## src/rtl/relm_ps2_defs.sv

```systemverilog
// Shared definitions for the PS/2 receive path.
//   - frame FSM states
//   - pop_q field positions (retry sits at WD and is placed by the top level)
//   - frame constants and the odd-parity check
package relm_ps2_defs;

  typedef enum logic [1:0] {
    ST_IDLE,
    ST_DATA,
    ST_PARITY,
    ST_STOP
  } ps2_state_t;

  localparam int unsigned OVF     = 8;
  localparam int unsigned ERR_LSB = 16;
  localparam int unsigned ERR_W   = 8;
  localparam int unsigned NDATA   = 8;

  // Odd parity: data bits plus the parity bit must hold an odd number of ones.
  function automatic logic odd_parity_ok(input logic [NDATA:0] bits);
    return ^bits;
  endfunction

endpackage

```

## src/rtl/relm_ps2_frame.sv

```systemverilog
// PS/2 device-to-host frame receiver.
// Synchronises and glitch-filters the raw PS/2 clock and data pins, deserialises
// 11-bit frames on falling clock edges and checks start, parity and stop bits.
// Ports:
//   clk, rst          system clock, synchronous active-high reset
//   ps2_clk_in        raw PS/2 clock pin (asynchronous)
//   ps2_dat_in        raw PS/2 data pin (asynchronous)
//   byte_valid        one-cycle strobe: data_byte holds a good scancode
//   data_byte         received scancode, valid with byte_valid
//   err_pulse         one-cycle strobe: frame rejected or abandoned on timeout
module relm_ps2_frame
  import relm_ps2_defs::*;
#(
  parameter int unsigned WFILT   = 8,
  parameter int unsigned TIMEOUT = 50000,
  parameter int unsigned WTO     = 16
) (
  input  logic       clk,
  input  logic       rst,
  input  logic       ps2_clk_in,
  input  logic       ps2_dat_in,
  output logic       byte_valid,
  output logic [7:0] data_byte,
  output logic       err_pulse
);

  logic [1:0]       clk_sync;
  logic [1:0]       dat_sync;
  logic [WFILT-1:0] clk_filt;
  logic [WFILT-1:0] dat_filt;
  logic             clk_lvl;
  logic             fall;
  logic             dat_smp;

  ps2_state_t       state, state_nx;
  logic [2:0]       bit_cnt, bit_cnt_nx;
  logic [7:0]       shreg, shreg_nx;
  logic             par, par_nx;
  logic [WTO-1:0]   to_cnt, to_cnt_nx;

  always_ff @(posedge clk) begin
    if (rst) begin
      clk_sync <= '1;
      dat_sync <= '1;
      clk_filt <= '1;
      dat_filt <= '1;
      clk_lvl  <= 1'b1;
    end else begin
      clk_sync <= {clk_sync[0], ps2_clk_in};
      dat_sync <= {dat_sync[0], ps2_dat_in};
      clk_filt <= {clk_filt[WFILT-2:0], clk_sync[1]};
      dat_filt <= {dat_filt[WFILT-2:0], dat_sync[1]};
      if (clk_filt == '0)
        clk_lvl <= 1'b0;
      else if (clk_filt == '1)
        clk_lvl <= 1'b1;
    end
  end

  // The level drops in the cycle after the filter fills with zeros, so the
  // fall event is that cycle itself. The oldest data-filter bit carries the
  // same delay as the oldest clock-filter bit.
  assign fall    = clk_lvl && (clk_filt == '0);
  assign dat_smp = dat_filt[WFILT-1];

  always_ff @(posedge clk) begin
    if (rst) begin
      state   <= ST_IDLE;
      bit_cnt <= '0;
      shreg   <= '0;
      par     <= 1'b0;
      to_cnt  <= '0;
    end else begin
      state   <= state_nx;
      bit_cnt <= bit_cnt_nx;
      shreg   <= shreg_nx;
      par     <= par_nx;
      to_cnt  <= to_cnt_nx;
    end
  end

  always_comb begin
    state_nx   = state;
    bit_cnt_nx = bit_cnt;
    shreg_nx   = shreg;
    par_nx     = par;
    to_cnt_nx  = '0;
    byte_valid = 1'b0;
    err_pulse  = 1'b0;

    if (state != ST_IDLE)
      to_cnt_nx = fall ? '0 : to_cnt + 1'b1;

    unique case (state)
      ST_IDLE: begin
        if (fall && !dat_smp) begin
          state_nx   = ST_DATA;
          bit_cnt_nx = '0;
        end
      end
      ST_DATA: begin
        if (fall) begin
          shreg_nx   = {dat_smp, shreg[7:1]};
          bit_cnt_nx = bit_cnt + 3'd1;
          if (bit_cnt == 3'(NDATA - 1))
            state_nx = ST_PARITY;
        end
      end
      ST_PARITY: begin
        if (fall) begin
          par_nx   = dat_smp;
          state_nx = ST_STOP;
        end
      end
      ST_STOP: begin
        if (fall) begin
          state_nx = ST_IDLE;
          if (dat_smp && odd_parity_ok({shreg, par}))
            byte_valid = 1'b1;
          else
            err_pulse = 1'b1;
        end
      end
      default: state_nx = ST_IDLE;
    endcase

    if (state != ST_IDLE && !fall && to_cnt == WTO'(TIMEOUT)) begin
      state_nx   = ST_IDLE;
      to_cnt_nx  = '0;
      byte_valid = 1'b0;
      err_pulse  = 1'b1;
    end
  end

  assign data_byte = shreg;

endmodule

```

## src/rtl/relm_ps2_rx.sv

```systemverilog
// PS/2 keyboard receiver with scancode FIFO on a ReLM pop port.
// Ports:
//   clk, rst      system clock, synchronous active-high reset
//   ps2_clk_in    raw PS/2 clock pin
//   ps2_dat_in    raw PS/2 data pin
//   pop_d         bit WD = pop strobe; lower bits ignored
//   pop_q         bit WD = retry (FIFO empty), [7:0] head scancode,
//                 [8] overflow flag, [23:16] error count, other bits 0
module relm_ps2_rx
  import relm_ps2_defs::*;
#(
  parameter int unsigned WD      = 32,
  parameter int unsigned WAF     = 4,
  parameter int unsigned WFILT   = 8,
  parameter int unsigned TIMEOUT = 50000,
  parameter int unsigned WTO     = 16
) (
  input  logic        clk,
  input  logic        rst,
  input  logic        ps2_clk_in,
  input  logic        ps2_dat_in,
  input  logic [WD:0] pop_d,
  output logic [WD:0] pop_q
);

  localparam int unsigned DEPTH = 1 << WAF;

  logic             byte_valid;
  logic [7:0]       data_byte;
  logic             err_pulse;

  logic [7:0]       mem [DEPTH];
  logic [WAF-1:0]   wr_ptr, rd_ptr;
  logic [WAF:0]     count;
  logic             ovf;
  logic [ERR_W-1:0] err_cnt;
  logic             empty, full, push, pop, wr_en;
  logic [WD-1:0]    word;
  logic             unused_pop_bits;

  relm_ps2_frame #(
    .WFILT   (WFILT),
    .TIMEOUT (TIMEOUT),
    .WTO     (WTO)
  ) u_frame (
    .clk        (clk),
    .rst        (rst),
    .ps2_clk_in (ps2_clk_in),
    .ps2_dat_in (ps2_dat_in),
    .byte_valid (byte_valid),
    .data_byte  (data_byte),
    .err_pulse  (err_pulse)
  );

  assign unused_pop_bits = ^pop_d[WD-1:0];

  assign empty = (count == '0);
  assign full  = (count == (WAF+1)'(DEPTH));
  assign push  = byte_valid;
  assign pop   = pop_d[WD] && !empty;
  // When full, a simultaneous pop frees the head slot that wr_ptr points at.
  assign wr_en = push && (!full || pop);

  always_ff @(posedge clk) begin
    if (wr_en)
      mem[wr_ptr] <= data_byte;
  end

  always_ff @(posedge clk) begin
    if (rst) begin
      wr_ptr  <= '0;
      rd_ptr  <= '0;
      count   <= '0;
      ovf     <= 1'b0;
      err_cnt <= '0;
    end else begin
      if (wr_en)
        wr_ptr <= wr_ptr + 1'b1;
      if (pop)
        rd_ptr <= rd_ptr + 1'b1;
      if (wr_en && !pop)
        count <= count + 1'b1;
      else if (pop && !wr_en)
        count <= count - 1'b1;

      if (push && !wr_en)
        ovf <= 1'b1;
      else if (pop)
        ovf <= 1'b0;

      if (err_pulse && err_cnt != '1)
        err_cnt <= err_cnt + 1'b1;
    end
  end

  always_comb begin
    word = '0;
    if (!empty)
      word[7:0] = mem[rd_ptr];
    word[OVF] = ovf;
    word[ERR_LSB +: ERR_W] = err_cnt;
  end

  assign pop_q = {empty, word};

endmodule

```

## config.mk

```make
export PLATFORM = sky130hd
export DESIGN_NAME = relm_ps2_rx
export DESIGN_NICKNAME = d
export VERILOG_FILES = /design/src/rtl/relm_ps2_defs.sv /design/src/rtl/relm_ps2_frame.sv /design/src/rtl/relm_ps2_rx.sv
export SDC_FILE = /design/constraint.sdc
export NUM_CORES = 1
export LEC_CHECK = 0
export ABC_AREA = 1
export CAP_MARGIN = 20
export CORE_MARGIN = 1
export CORE_UTILIZATION = 40
export DETAILED_ROUTE_END_ITERATION = 12
export HOLD_SLACK_MARGIN = 0.02
export PLACE_DENSITY = 0.7
export SYNTH_ARGS = -nofsm -noshare
export SYNTH_HDL_FRONTEND = slang
export SYNTH_SLANG_ARGS = --single-unit
```

## constraint.sdc

```tcl
create_clock -name clk -period 4 [get_ports clk]
set_clock_uncertainty 0.05 [all_clocks]
set_input_delay 0.6 -clock clk [delete_from_list [all_inputs] [get_ports clk]]
set_output_delay 0.6 -clock clk [all_outputs]
set_load 0.02 [all_outputs]
```

* Word level (Yosys, flattened, before mapping) *
Memory sizes are Yosys's and may differ from the RTL's. A register that Yosys moved wholly into a read port is not among the register bits.
Cells that the tools add are included.

word-level totals
  bits in registers = 73
  latch bits = 0
  RAM bits = 128
  ROM bits = 0
  input port bits = 37
  output and inout bits = 33
  word-level logic and storage cells = 98
  memories kept = 1

operators by class
  add/subtract/negate cells = 7
  multiply operators = 0
  div/mod/pow operators = 0
  $lt $le $gt $ge = 0
  equal/unequal tests = 13
  shift-type cells = 0
  mux-type cells = 28
  bitwise gates (word level) = 1
  reductions and logical operators = 33

memories
  name  words  width  rd ports  clocked after Yosys merged registers in  wr ports  line               source
  mem   16     8      1         1                                        1         relm_ps2_rx.sv:32  logic [7:0] mem [DEPTH];

operators with widths
  kind                   count
  $add 16x1->16 const B  1
  $eq 16x16->1 const B   1
  $mux 1                 14
  $logic_and 1x1->1      11
  $mux 2                 5
  $mux 5                 2
  $ne 2x1->1 const B     5
  $reduce_bool 2->1      5
  $reduce_xor 9->1       1
  $add 4x1->4 const B    2
  $add 8x1->8 const B    1
  $eq 8x8->1 const B     1
  $logic_not 8->1        1
  $mux 4                 2
  $mux 8                 1
  $ne 8x8->1 const B     1
  $pmux 2 s4             1
  $logic_not 1->1        6
  $mux 3                 2
  $pmux 3 s2             1
  $add 5x1->5 const B    1
  $eq 5x5->1 const B     1
  $logic_not 5->1        1
  $reduce_and 5->1       1
  other kinds (12)       14

* Depth between registers and ports, before layout *
  depth in word-level cells = 11
  mapped depth = 21

* Cells and area by module *
A second synthesis with hierarchy kept.

second synthesis, totals
  cell total of the unflattened synthesis = 934
  area total of the unflattened synthesis = 9082.5 um2

modules (own cells, without submodules)
  module          instances  cells each  area each (um2)  sequential area each (um2)
  relm_ps2_rx     1          638         6716.4           4364.2
  relm_ps2_frame  1          296         2366.0           1021.0

* Worst setup path after synthesis *
No wires, ideal clock.

  path kind = flip-flop to flip-flop
  start = reg u_frame.shreg[3], in the netlist u_frame.data_byte[3]
  end = reg count[4]
  arrival time = 2.778 ns
  setup slack = 1.052 ns
  cell stages (with the launch flop) = 21
  path buffers = 0
  period minus slack after synthesis = 2.948 ns
  path through = dfxtp_1 -> inv_1 -> nand2_1 -> nand2_1 -> nand2_1 -> nand3_1 -> nand3_1 -> nand3_2 -> nor2_4 -> nand2_2 -> inv_6 -> ha_1 -> inv_1 -> fa_1 -> a21o_1 -> a21oi_1 -> nor2_1 -> nor2_1 -> nand2_1 -> o21ai_0 -> a21oi_1

on the way
  longest elaborated chain between the ends = 10
  elaborated cells between the ends (all ways) = 12

RTL lines
  what                         line                   source
  from (decl)                  relm_ps2_frame.sv:37   logic [7:0] shreg, shreg_nx;
  from (signal assigned)       relm_ps2_frame.sv:76   shreg <= shreg_nx;
  $reduce_xor 9->1 *           relm_ps2_defs.sv:21    return ^bits;
  $logic_and 1x1->1 *          relm_ps2_frame.sv:118  if (dat_smp && odd_parity_ok({shreg, par}))
  $mux 1 *                     relm_ps2_frame.sv:118
  $mux 1 *                     relm_ps2_frame.sv:116  if (fall) begin
  $mux 1 *                     relm_ps2_frame.sv:94   unique case (state)
  $mux 1 *                     relm_ps2_frame.sv:127  if (state != ST_IDLE && !fall && to_cnt == WTO'(TIMEOUT)) begin
  $logic_and 1x1->1 *          relm_ps2_rx.sv:62      assign wr_en = push && (!full || pop);
  named net wr_en              relm_ps2_rx.sv:37      logic empty, full, push, pop, wr_en;
  $logic_not 1->1              relm_ps2_rx.sv:83      else if (pop && !wr_en)
  $logic_and 1x1->1            relm_ps2_rx.sv:83
  $reduce_bool 2->1 (no line)  n/a
  to (signal assigned)         relm_ps2_rx.sv:82      count <= count + 1'b1;
  to (signal assigned)         relm_ps2_rx.sv:84      count <= count - 1'b1;
  to (decl)                    relm_ps2_rx.sv:34      logic [WAF:0] count;

The timed path passes the listed nets; every way through them passes the cells marked *.
A chain may end at the register's enable or synchronous reset.

==> impl_metrics.yaml <==
timing:
  timing.fmax_mhz: 281
  tightest_slew_ps: 963
  finalSetupTns_ps: 0
  finalMaxSlewViolations: 0
  rsz0062_at_grt: "no"
  setup_viol: 0
  hold_viol_final: 0
  min_period_ps: 3550
  setup_ws_ps: 446
  slew_headroom_pct: 35.5
  fin_crit_sh_pct: 88.9
setup_path:
  r2r_cells: 21
  endpoint_kind: "output pin"
  crit_fanout: 64
  r2r-start: "u_frame.data_byte[6]$_SDFFE_PP0P_"
  arrival_ps: 2900
  reg2reg_to: "count[4]$_SDFFE_PP0P_"
  crit_end: "pop_q[6]"
  required_ps: 3350
  worstSetupPathType: "flip-flop to output pin"
  reg2reg_slack_ps: 700
  critPathLaunchType: "flip-flop"
outcome:
  status: "completed"
layout:
  fin_util_pct: 46.7
  nets: 911
  syn2layout_area_growth_pct: 14.0
  diodes: 0
  drive_gt1_share_pct: 11.3
  finalInstanceArea_mm2: 0.00988
floorplanning:
  initial_core_util_pct: 40.9
  fp.dieW_um: 149
  core_mm2: 0.0212
  dieArea_mm2: 0.0222
  ioPinCount: 70
  die_h_um: 149
  placementRows: 53
detailed_routing:
  drc: 0
  wirelength_mm: 17.4
  vias: 5777
  drt-wirelength-per-cell_um: 15.1
  drt_pass1_iterations: 4
  drtIter0Drc: 435
  drt-vias-per-instance: 5.04
  ant_nets: 0
global_routing:
  grtUsageTotal_pct: 16.0
  grt_max_degree: 65
  grt_pass1_vias: 5471
  grt_overflow: 0
  grt_pass1_wl_mm: 28.0
  antenna_found_initial: 0
logic_synthesis:
  async_flop_share_pct: 0
  synth_edf_count: 128
  yosys_warnings: 0
  synth_area_mm2: 0.00866
  ys_seq_elements: 205
  yosys-top-cells-area: "edfxtp_1, dfxtp_1, nor2_1, o21ai_0, nand2_1"
  yosysUniqueCellTypes: 45
  yosysTopAreaCellShare_pct: 44.4
  yosysMostFrequentCell: "edfxtp_1"
  synth_area_leader_cell: "edfxtp_1"
  ys_seq_area_share_pct: 62.2
  syn_avg_cell_area_um2: 10.6
  syn_inst: 821
  synth_commonest_cells: "edfxtp_1, nor2_1, o21ai_0"
  synthFlopType: "edfxtp_1"
placed_design:
  port_buffers: 22
  hpwl_mm: 10.7
  place_area_mm2: 0.00919
  place_congestion: 0.783
  pre_cts_slack_ps: 728
clocking:
  clk_pin_slew_worst_paths_ps: 60
  clock-root-buffer: "clkbuf_16"
  cts_buffers: 22
  cts_tree: "yes"
  cts.sinks: 205
  post_cts_resized: 0
  cts_buffer_depth: 3
  hold_buffers: 0
  htreeDepth: 1
  clock_latency_ps: 510
  cts_setup_buffers: 0
power_and_ir_drop:
  p_per_area_mw_per_mm2: 538
  p_leak_nw: 3.87
  ir_drop_mv: 0.302
flow_run:
  maxCapViolCount: 0
worst_hold_path:
  hold_class: "flip-flop to flip-flop"
## through the flow
stage / cells / power [mW] / hold slack, ps
after CTS: 1146 / 5.36 / 357
after global placement: 1106 / 3.39 / 341
after detailed placement: 1106 / 3.42 / 343
after floorplan: 835 / 3.10 / 339
after global routing: 1146 / 5.56 / 370
final: 1146 / 5.32 / 356
## worst max-delay path: stages, from the launching register on
cell             delay [ps]
dfxtp_2                 330
buf_4                   500
o21ai_0                 200
o221ai_1                260
nand3_1                 160
a21oi_1                 280
clkdlybuf4s50_1         660
## routing by layer
layer | GRT usage, % | vias to the layer above | routed length (um)
met4 | 4.69 | 0 | 297
met3 | 2.91 | 24 | 816
met1 | 21.5 | 2730 | 8270
met5 | 0 | - | 0
li1 | - | 2882 | -
met2 | 26.3 | 141 | 7980
## cell families after synthesis
| family | Yosys count | share of synthesized area [%] |
|---|---|---|
| other | 1 | 0.0433 |
| xor gates and xnor gates | 19 | 1.92 |
| and+or+nand+nor | 304 | 16.4 |
| buffers and inverters | 108 | 5.60 |
| DFF | 205 | 62.2 |
| AOI/OAI and AO/OA | 165 | 11.1 |
| adders and majority gates | 19 | 2.83 |
## flip-flops by register name (all words and copies together), names as in the netlist, 2 cells and up, named ones only
name	flops
mem	128
u_frame.data_byte	8
u_frame.clk_filt	8
u_frame.dat_filt	8
wr_ptr	4
count	5
u_frame.clk_sync	2
u_frame.dat_sync	2
u_frame.state	2
err_cnt	8
rd_ptr	4
u_frame.to_cnt	16
u_frame.bit_cnt	3
## how the worst min path moves through the flow
stage | slack, ps | from | cells past startpoint | end
2_1_floorplan | 340 | u_frame.clk_sync[1]$_SDFF_PP1_ | 1 | u_frame.clk_filt[0]$_SDFF_PP1_
3_3_place_gp | 340 | u_frame.dat_filt[5]$_SDFF_PP1_ | 1 | u_frame.dat_filt[6]$_SDFF_PP1_
3_5_place_dp | 340 | u_frame.dat_filt[4]$_SDFF_PP1_ | 1 | u_frame.dat_filt[5]$_SDFF_PP1_
4_1_cts | 360 | u_frame.dat_filt[4]$_SDFF_PP1_ | 1 | u_frame.dat_filt[5]$_SDFF_PP1_
5_1_grt | 370 | u_frame.clk_sync[0]$_SDFF_PP1_ | 1 | u_frame.clk_sync[1]$_SDFF_PP1_
6_report | 360 | u_frame.dat_filt[4]$_SDFF_PP1_ | 1 | u_frame.dat_filt[5]$_SDFF_PP1_
## cell type report
class                           count  area [um^2]
Tap cell                          275          344
Fill cell                        1889        11300
Timing Repair Buffer               43          378
Sequential cell                   205         5390
Multi-Input combinational cell    522         2840
Clock inverter                     13          123
Clock buffer                       27          569
Inverter                           61          234
## layout by cell type, fill, tap and decap left out, types with 4 or more instances in the layout
cell type / synthesis / final
nand4_1: 8 / 8
nand2_4: 5 / 5
conb_1: 1 / 15
nand3_1: 38 / 38
clkbuf_16: 0 / 22
inv_1: 57 / 57
clkbuf_1: 24 / 5
a21oi_1: 38 / 38
or2_2: 15 / 15
nor3_2: 4 / 4
nand2_2: 7 / 7
dfxtp_1: 77 / 76
o22ai_1: 8 / 8
xor2_1: 13 / 13
xnor2_1: 6 / 6
nor2_1: 126 / 126
ha_1: 18 / 18
o21ai_0: 86 / 86
clkinv_1: 2 / 8
edfxtp_1: 128 / 128
nand2_1: 82 / 82
nand3_2: 4 / 4
buf_4: 17 / 21
o221ai_1: 24 / 24
clkdlybuf4s50_1: 0 / 22
## where the power goes
part           internal (mW)  leakage [nW]  total (mW)  switching, mW
logic                  0.381          1.49        1.07          0.689
registers               2.26          2.04        2.31         0.0443
clock network           1.14         0.338        1.94          0.797
total                   3.79          3.87        5.32           1.53
Power figures use the tool's default switching activity.
